==> config.mk <==
export PLATFORM = sky130hd
export DESIGN_NAME = reg_file_mp
export DESIGN_NICKNAME = d
export VERILOG_FILES = /design/src/rtl/rf_pkg.sv /design/src/rtl/rf_init_seq.sv /design/src/rtl/reg_file_mp.sv
export SDC_FILE = /design/constraint.sdc
export NUM_CORES = 1
export LEC_CHECK = 0
export ABC_CLOCK_PERIOD_IN_PS = 11900
export BUFFER_PORTS_ARGS = -buffer_cell sky130_fd_sc_hd__buf_2
export CORE_MARGIN = 2
export CORE_UTILIZATION = 55
export DETAILED_ROUTE_END_ITERATION = 8
export GPL_TIMING_DRIVEN = 0
export PLACE_DENSITY = 0.77
export REMOVE_ABC_BUFFERS = 1
export SYNTH_ARGS = -nofsm -noshare
export SYNTH_HDL_FRONTEND = slang
export SYNTH_SLANG_ARGS = --single-unit
==> constraint.sdc <==
create_clock -name clk -period 11.9 [get_ports clk]
set_clock_uncertainty 0.2 [all_clocks]
set_input_delay 0.595 -clock clk [delete_from_list [all_inputs] [get_ports clk]]
set_output_delay 0.595 -clock clk [all_outputs]
set_load 0.02 [all_outputs]
==> src/rtl/rf_pkg.sv <==
// Shared definitions for the multi-port register file: default geometry,
// the stack-pointer seed used by the post-reset sweep, and the sweep FSM states.
package rf_pkg;

  localparam int          RF_XLEN    = 32;
  localparam int          RF_NREG    = 32;
  localparam int          RF_SP_IDX  = 2;
  localparam logic [31:0] RF_SP_INIT = 32'h100;

  typedef enum logic {
    RF_INIT = 1'b0,
    RF_RUN  = 1'b1
  } rf_state_t;

endpackage

==> src/rtl/rf_init_seq.sv <==
// Post-reset initialisation sequencer. Walks every register index once,
// presenting a write of zero (or the stack-pointer seed at SP_IDX), then
// parks in RUN and raises ready until the next reset.
module rf_init_seq
  import rf_pkg::*;
#(
  parameter int              XLEN    = RF_XLEN,
  parameter int              NREG    = RF_NREG,
  parameter int              AW      = $clog2(NREG),
  parameter int              SP_IDX  = RF_SP_IDX,
  parameter logic [XLEN-1:0] SP_INIT = XLEN'(RF_SP_INIT)
) (
  input  logic            clk,
  input  logic            reset,
  output logic            ready,
  output logic            init_we,
  output logic [AW-1:0]   init_addr,
  output logic [XLEN-1:0] init_data
);

  localparam logic [AW-1:0] LAST_IDX = AW'(NREG - 1);
  localparam logic [AW-1:0] SP_ADDR  = AW'(SP_IDX);
  localparam bit            SP_OK    = (SP_IDX > 0) && (SP_IDX < NREG);

  rf_state_t       state;
  rf_state_t       state_next;
  logic [AW-1:0]   idx;
  logic [AW-1:0]   idx_next;

  // State and sweep index; reset restarts the sweep from index 0.
  always_ff @(posedge clk or posedge reset) begin
    if (reset) begin
      state <= RF_INIT;
      idx   <= '0;
    end else begin
      state <= state_next;
      idx   <= idx_next;
    end
  end

  // Advance the index each cycle; on the last index move to RUN and hold the
  // index there so a non-power-of-two register count never wraps.
  always_comb begin
    state_next = state;
    idx_next   = idx;
    if (state == RF_INIT) begin
      if (idx == LAST_IDX) begin
        state_next = RF_RUN;
      end else begin
        idx_next = idx + 1'b1;
      end
    end
  end

  assign ready     = (state == RF_RUN);
  assign init_we   = (state == RF_INIT);
  assign init_addr = idx;
  assign init_data = (SP_OK && (idx == SP_ADDR)) ? SP_INIT : '0;

endmodule

==> src/rtl/reg_file_mp.sv <==
// Parametrised multi-port integer register file. The storage array has no
// reset; a post-reset sweep (rf_init_seq) clears it and seeds the stack
// pointer, and ready is held low until that sweep finishes.
// Optional build macro RF_BYPASS_EN: forwards a same-cycle legal write to
// any read port addressing the same register.
module reg_file_mp
  import rf_pkg::*;
#(
  parameter int              XLEN    = RF_XLEN,
  parameter int              NREG    = RF_NREG,
  parameter int              AW      = $clog2(NREG),
  parameter int              NRP     = 2,
  parameter int              NWP     = 1,
  parameter int              SP_IDX  = RF_SP_IDX,
  parameter logic [XLEN-1:0] SP_INIT = XLEN'(RF_SP_INIT)
) (
  input  logic                clk,
  input  logic                reset,
  output logic                ready,
  input  logic [NRP*AW-1:0]   rd_addr,
  output logic [NRP*XLEN-1:0] rd_data,
  input  logic [NWP-1:0]      we,
  input  logic [NWP*AW-1:0]   wr_addr,
  input  logic [NWP*XLEN-1:0] wr_data
);

  localparam logic [AW:0] NREG_EXT = (AW + 1)'(NREG);

  logic [XLEN-1:0] mem [NREG];
  logic            init_we;
  logic [AW-1:0]   init_addr;
  logic [XLEN-1:0] init_data;

  // A register address is usable when it is neither x0 nor beyond the array.
  function automatic logic addr_ok(input logic [AW-1:0] a);
    return (a != '0) && ({1'b0, a} < NREG_EXT);
  endfunction

  rf_init_seq #(
    .XLEN    (XLEN),
    .NREG    (NREG),
    .AW      (AW),
    .SP_IDX  (SP_IDX),
    .SP_INIT (SP_INIT)
  ) u_init_seq (
    .clk       (clk),
    .reset     (reset),
    .ready     (ready),
    .init_we   (init_we),
    .init_addr (init_addr),
    .init_data (init_data)
  );

  // Sweep writes take priority and lock out the ports; in RUN the ports are
  // applied in ascending order so the highest-numbered port wins a collision.
  always_ff @(posedge clk) begin
    if (init_we) begin
      mem[init_addr] <= init_data;
    end else begin
      for (int j = 0; j < NWP; j++) begin
        if (we[j] && addr_ok(wr_addr[j*AW +: AW])) begin
          mem[wr_addr[j*AW +: AW]] <= wr_data[j*XLEN +: XLEN];
        end
      end
    end
  end

  // Combinational reads; zero for x0, out-of-range addresses and during the sweep.
  always_comb begin
    rd_data = '0;
    for (int k = 0; k < NRP; k++) begin
      if (ready && addr_ok(rd_addr[k*AW +: AW])) begin
        rd_data[k*XLEN +: XLEN] = mem[rd_addr[k*AW +: AW]];
`ifdef RF_BYPASS_EN
        for (int j = 0; j < NWP; j++) begin
          if (we[j] && addr_ok(wr_addr[j*AW +: AW]) &&
              (wr_addr[j*AW +: AW] == rd_addr[k*AW +: AW])) begin
            rd_data[k*XLEN +: XLEN] = wr_data[j*XLEN +: XLEN];
          end
        end
`endif
      end
    end
  end

endmodule

# ---- Word level (Yosys, flattened, before mapping)
# Memory sizes are Yosys's and may differ from the RTL's.
# Cells that the tools add are included.
dict set report word_totals {
  inputBits 50
  memories 1
  mem_bits_ro 0
  out_inout_bits 65
  ramBits 1024
  wordCells 28
  latchBits 0
  regBits 6
}
dict set report classes {
  mux 12
  mul 0
  n_div 0
  n_addsub 1
  bitwise_logic 2
  magnitude_cmp 0
  n_eq_ne 2
  n_reduce_logical 8
  n_shift 0
}
# name words width read_ports rd_clocked_by_memory_dff wr line
set mem_list {}
lappend mem_list {mem 32 32 2 0 1 reg_file_mp.sv:29} ;# logic [XLEN-1:0] mem [NREG];
# cell n
set op_table {}
lappend op_table {{32-bit 2-to-1 mux} 3}
lappend op_table {{32-bit OR reduction} 1}
lappend op_table {{5-bit nonzero test} 3}
lappend op_table {{9-bit 2-to-1 mux} 1}
lappend op_table {{1-bit 2-to-1 mux} 7}
lappend op_table {{5-bit by 1-bit adder with 5-bit output (second input constant)} 1}
lappend op_table {{5-bit by 2-bit equality test with 1-bit output (second input constant)} 1}
lappend op_table {{5-bit equality test (second input constant)} 1}
lappend op_table {{5-bit 2-to-1 mux} 1}
lappend op_table {{1-bit logical AND} 3}
lappend op_table {{1-bit inverter} 2}
lappend op_table {{2-bit AND reduction} 1}

# ---- Longest topological paths before layout
dict set report depth {
  ltp_word 7
  depth_mapped 8
  depth_no_buf 6
}

# ---- Modules after synthesis
# From an unflattened synthesis, not the netlist that was laid out.
dict set report hier_totals {
  hier_cells 2402
  area_unflattened_um2 48515.3
}
# module area_per_inst_um2 seq_area_each_um2 cells_each n_inst
set by_module_without_submodules {}
lappend by_module_without_submodules {reg_file_mp 47987.3 30749.5 2346 1}
lappend by_module_without_submodules {rf_init_seq 528.0 150.1 56 1}

# ---- Worst setup path after synthesis
# OpenSTA, ideal clock, no wires.
dict set report synth_path {
  path_type {flip-flop to flip-flop}
  startpoint {register u_init_seq.state, in the netlist u_init_seq.ready}
  endpoint {memory mem[25][0] (netlist name) (enable)}
  slack_ns 7.115
  required_ns 11.232
  synth_period_minus_slack_ns 4.785
  path_stages_with_launch 7
  setup_ns 0.468
  arrival_ns 4.117
  path_buffers 2
  path_cell_list {dfrtp_1 clkbuf_1 nand2_1 a31oi_2 mux2i_1 buf_2 nor3b_1}
}
dict set report synth_between {
  elab_chain_cells 4
  word_cells_on_any_way 6
  classes_between {mux: 5; reduce/logical: 1}
}
# element line
set synth_rtl {}
lappend synth_rtl {{from (decl)} rf_init_seq.sv:25} ;# rf_state_t state;
lappend synth_rtl {{from (signal assigned)} rf_init_seq.sv:36} ;# state <= state_next;
lappend synth_rtl {{1-bit 2-to-1 mux} reg_file_mp.sv:57} ;# if (init_we) begin
lappend synth_rtl {{1-bit 2-to-1 mux (not written as such)} reg_file_mp.sv:62} ;# mem[wr_addr[j*AW +: AW]] <= wr_data[j*XLEN +: XLEN];
lappend synth_rtl {{32-bit OR reduction (no line)} -}
lappend synth_rtl {{5-bit 2-to-1 mux (no line) / 1-bit 2-to-1 mux (equally long branches)} -}
lappend synth_rtl {{to (decl)} reg_file_mp.sv:29}
# Parallel ways exist; a longest one is shown, timed or not.

# ---- Worst setup path in the final report
dict set report layout_path {
  startpoint {input port rd_addr[2]}
  endpoint {output port rd_data[1]}
}
dict set report layout_between {
  elab_chain_cells 3
  word_cells_on_any_way 4
  classes_between {mux: 1; reduce/logical: 2; memory: 1}
}
# element line
set layout_rtl {}
lappend layout_rtl {{from (decl)} reg_file_mp.sv:20} ;# input logic [NRP*AW-1:0] rd_addr,
lappend layout_rtl {{parallel branches: the longest is 2 deep, another holds memory read 32 x 32 bit} -}
lappend layout_rtl {{32-bit 2-to-1 mux (*)} reg_file_mp.sv:72} ;# if (ready && addr_ok(rd_addr[k*AW +: AW])) begin
lappend layout_rtl {{to (decl)} reg_file_mp.sv:21} ;# output logic [NRP*XLEN-1:0] rd_data,
# Mark *: on every way between the ends.

==> results_dict.tcl <==
set metrics [dict create \
    critPathRequiredTime_ps 11110 \
    die_w_um 300 \
    min_path_type "in2async" \
    grt_max_degree 93 \
    syn2layout_area_growth_pct 14.7 \
    status "complete, but fails checks" \
    max-vdd-ir-drop_uv 125 \
    synth.top_cell.area_share 0.638 \
    cts_hold_buf 1 \
    grt_pass1_vias 30025 \
    crit_path_start_kind "primary input" \
    tritoncts "yes" \
    drt_wl_total_um 142000 \
    drive_gt1_frac 0.314 \
    routed-via-count 29273 \
    path_clk_slew_ps 60 \
    synthFlopType "edfxtp_1" \
    place_congestion 0.793 \
    fin_nets 2791 \
    row_count 108 \
    gr-total-overflow 0 \
    root_buffer "clkbuf_16" \
    ant_nets 0 \
    fillCellCount 5742 \
    dp_hpwl_um 90200 \
    synth.distinct_cells 42 \
    ys_seq_area_frac 0.641 \
    p_leak_nw 19.8 \
    synth.area.top_cells "edfxtp_1, mux4_2, mux2i_1, o221ai_1, mux2_2" \
    core-area_um2 86800 \
    yosys.area.top_type "edfxtp_1" \
    vias_per_cell 7.36 \
    grtUsageMet2 0.491 \
    io_buffer_count 114 \
    rr_worst_depth 7 \
    postSynthCellCount 2580 \
    clock_latency_ps 670 \
    grt_first_pass_wirelength_um 203000 \
    cp.arrival_ps 4560 \
    max_slew_margin -0.0122 \
    cp-end-kind "primary output" \
    setup_viol 0 \
    drc 0 \
    path_class "in2out" \
    dr.pass1.iters 6 \
    cp-endpoint "rd_data[1]" \
    grtUsageMet1 0.423 \
    startpoint "rd_addr[2]" \
    ioPinCount 115 \
    grt_busiest_layer "met2" \
    finalHoldViolCount 0 \
    syn_avg_cell_area_um2 18.7 \
    die_h_um 300 \
    rsz0062_at_grt "no" \
    synth_commonest_cells "edfxtp_1, mux4_2, mux2i_1" \
    rr_startpoint "u_init_seq.ready" \
    ys_warn_count 0 \
    max-cap-violations 1 \
    ys_ff_latch 1030 \
    cts_buffer_depth 3 \
    critical_path_peak_fanout 83 \
    start_util 0.556 \
    routedWlPerCell_um 35.6 \
    ff2ff_setup_slack_ps 6750 \
    drtIter0Drc 4126 \
    fin_util 0.637 \
    max_freq_mhz 187 \
    post_cts_buffers 0 \
    final_cell_area_um2 55300 \
    yosysMostFrequentCell "edfxtp_1" \
    cts.sinks 1030 \
    r2r-end "mem[10][22]" \
    fin_crit_sh 0.450 \
    synth_edf_count 1024 \
    cts_inserted_buffers 104 \
    worst_slew_pin_slew_ps 1520 \
    antenna_found_initial 2 \
    drv_slew 35 \
    use_met3 0.0723 \
    die_area_um2 90000 \
    cts-resized-gates 0 \
    async_flop_share 0.00583 \
    dpl_cell_area_um2 51800 \
    violations "capacitance limit, slew limit" \
    syn_area_um2 48200 \
    h-tree-depth 3 \
    p_per_area_nw_per_um2 144 \
    fin_crit_ps 5350 \
    grt_usage 0.314 \
]
state kept, by name, indices dropped and copies added (netlist names):
register / count
u_init_seq.ready: 1
mem: 1024
u_init_seq.init_addr: 5
layout make-up:
class	instances	area (um2)	share of cell area
tap	1155	1450	0.0261
inverter	7	26.3	0.000475
clock inverter	65	712	0.0129
clock buffer	127	2730	0.0493
antenna	1	2.50	0.0000453
timing repair buffer	259	2960	0.0535
multi-input combinational	1336	16500	0.299
sequential	1030	30900	0.559
report_power, final:
group	switching, W	leakage [nW]	internal, W	total, W
clock network	0.00139	1.68	0.00193	0.00332
registers	0.00000317	10.7	0.00401	0.00401
logic	0.000399	7.47	0.000245	0.000644
total	0.00179	19.8	0.00618	0.00797
cells in the final DEF, fill, tap and decap left out, types with 9 or more instances in the layout:
cell	netlist	layout
a211oi_1	32	32
a21oi_1	56	56
a221oi_1	32	32
a22oi_1	20	20
a2bb2oi_1	32	32
and2_1	34	33
buf_12	0	21
buf_16	0	29
buf_2	84	107
buf_6	7	78
buf_8	0	19
bufinv_16	0	14
clkbuf_1	89	19
clkbuf_16	0	104
clkinv_1	0	20
clkinv_2	0	19
edfxtp_1	1024	1024
mux2_2	54	54
mux2i_1	363	362
mux4_2	376	376
nand2_1	81	81
nand3_1	55	54
nand4_1	12	12
nor2_1	25	10
nor2_4	0	14
nor3_2	0	9
nor3b_2	0	9
o221ai_1	86	86
o22a_1	23	23
kinds of logic (layout without fill, tap and decap cells):
group | Yosys count | count (layout) | share of synthesized area
AND/OR/NAND/NOR | 249 | 249 | 0.0259
AO/OA/AOI/OAI | 288 | 288 | 0.0465
adder cells (fa/ha/maj) | 3 | 3 | 0.000779
other | 0 | 1 | 0
XOR/XNOR | 3 | 3 | 0.000545
flip-flops | 1030 | 1030 | 0.641
multiplexers | 793 | 793 | 0.264
buffers and inverters | 214 | 458 | 0.0215
worst min-delay path by stage:
stage / start / endpoint / slack (ps)
floorplan: reset / u_init_seq.init_addr[0] / 190
global placement: reset / u_init_seq.init_addr[4] / 300
detailed placement: reset / u_init_seq.init_addr[2] / 320
CTS: reset / u_init_seq.init_addr[0] / 160
global route: reset / u_init_seq.init_addr[1] / 180
finish: reset / u_init_seq.init_addr[0] / 170
through the flow:
stage	setup slack (ps)	setup TNS, ps	power [W]	instances	hold slack (ps)
global route	6690	0	0.00814	3979	184
CTS	6420	0	0.00797	3979	160
detailed placement	6460	0	0.00472	3786	316
global placement	-1500	-239210	0.00475	3642	304
floorplan	6350	0	0.00440	2373	186
finish	6550	0	0.00797	3980	172
critical path: stages:
cell	delay, ps
buf_8	230
buf_16	410
buf_16	380
nand3b_1	1040
o221ai_1	570
a21oi_1	70
a211oi_1	750
buf_2	300
routing by layer:
layer / wire (um) / share of wire
met2: 66600 / 0.47
met4: 7390 / 0.052
met5: 26 / 0.00018
met1: 49000 / 0.35
met3: 18500 / 0.13
Note: power is estimated with default switching activity, not from simulation.
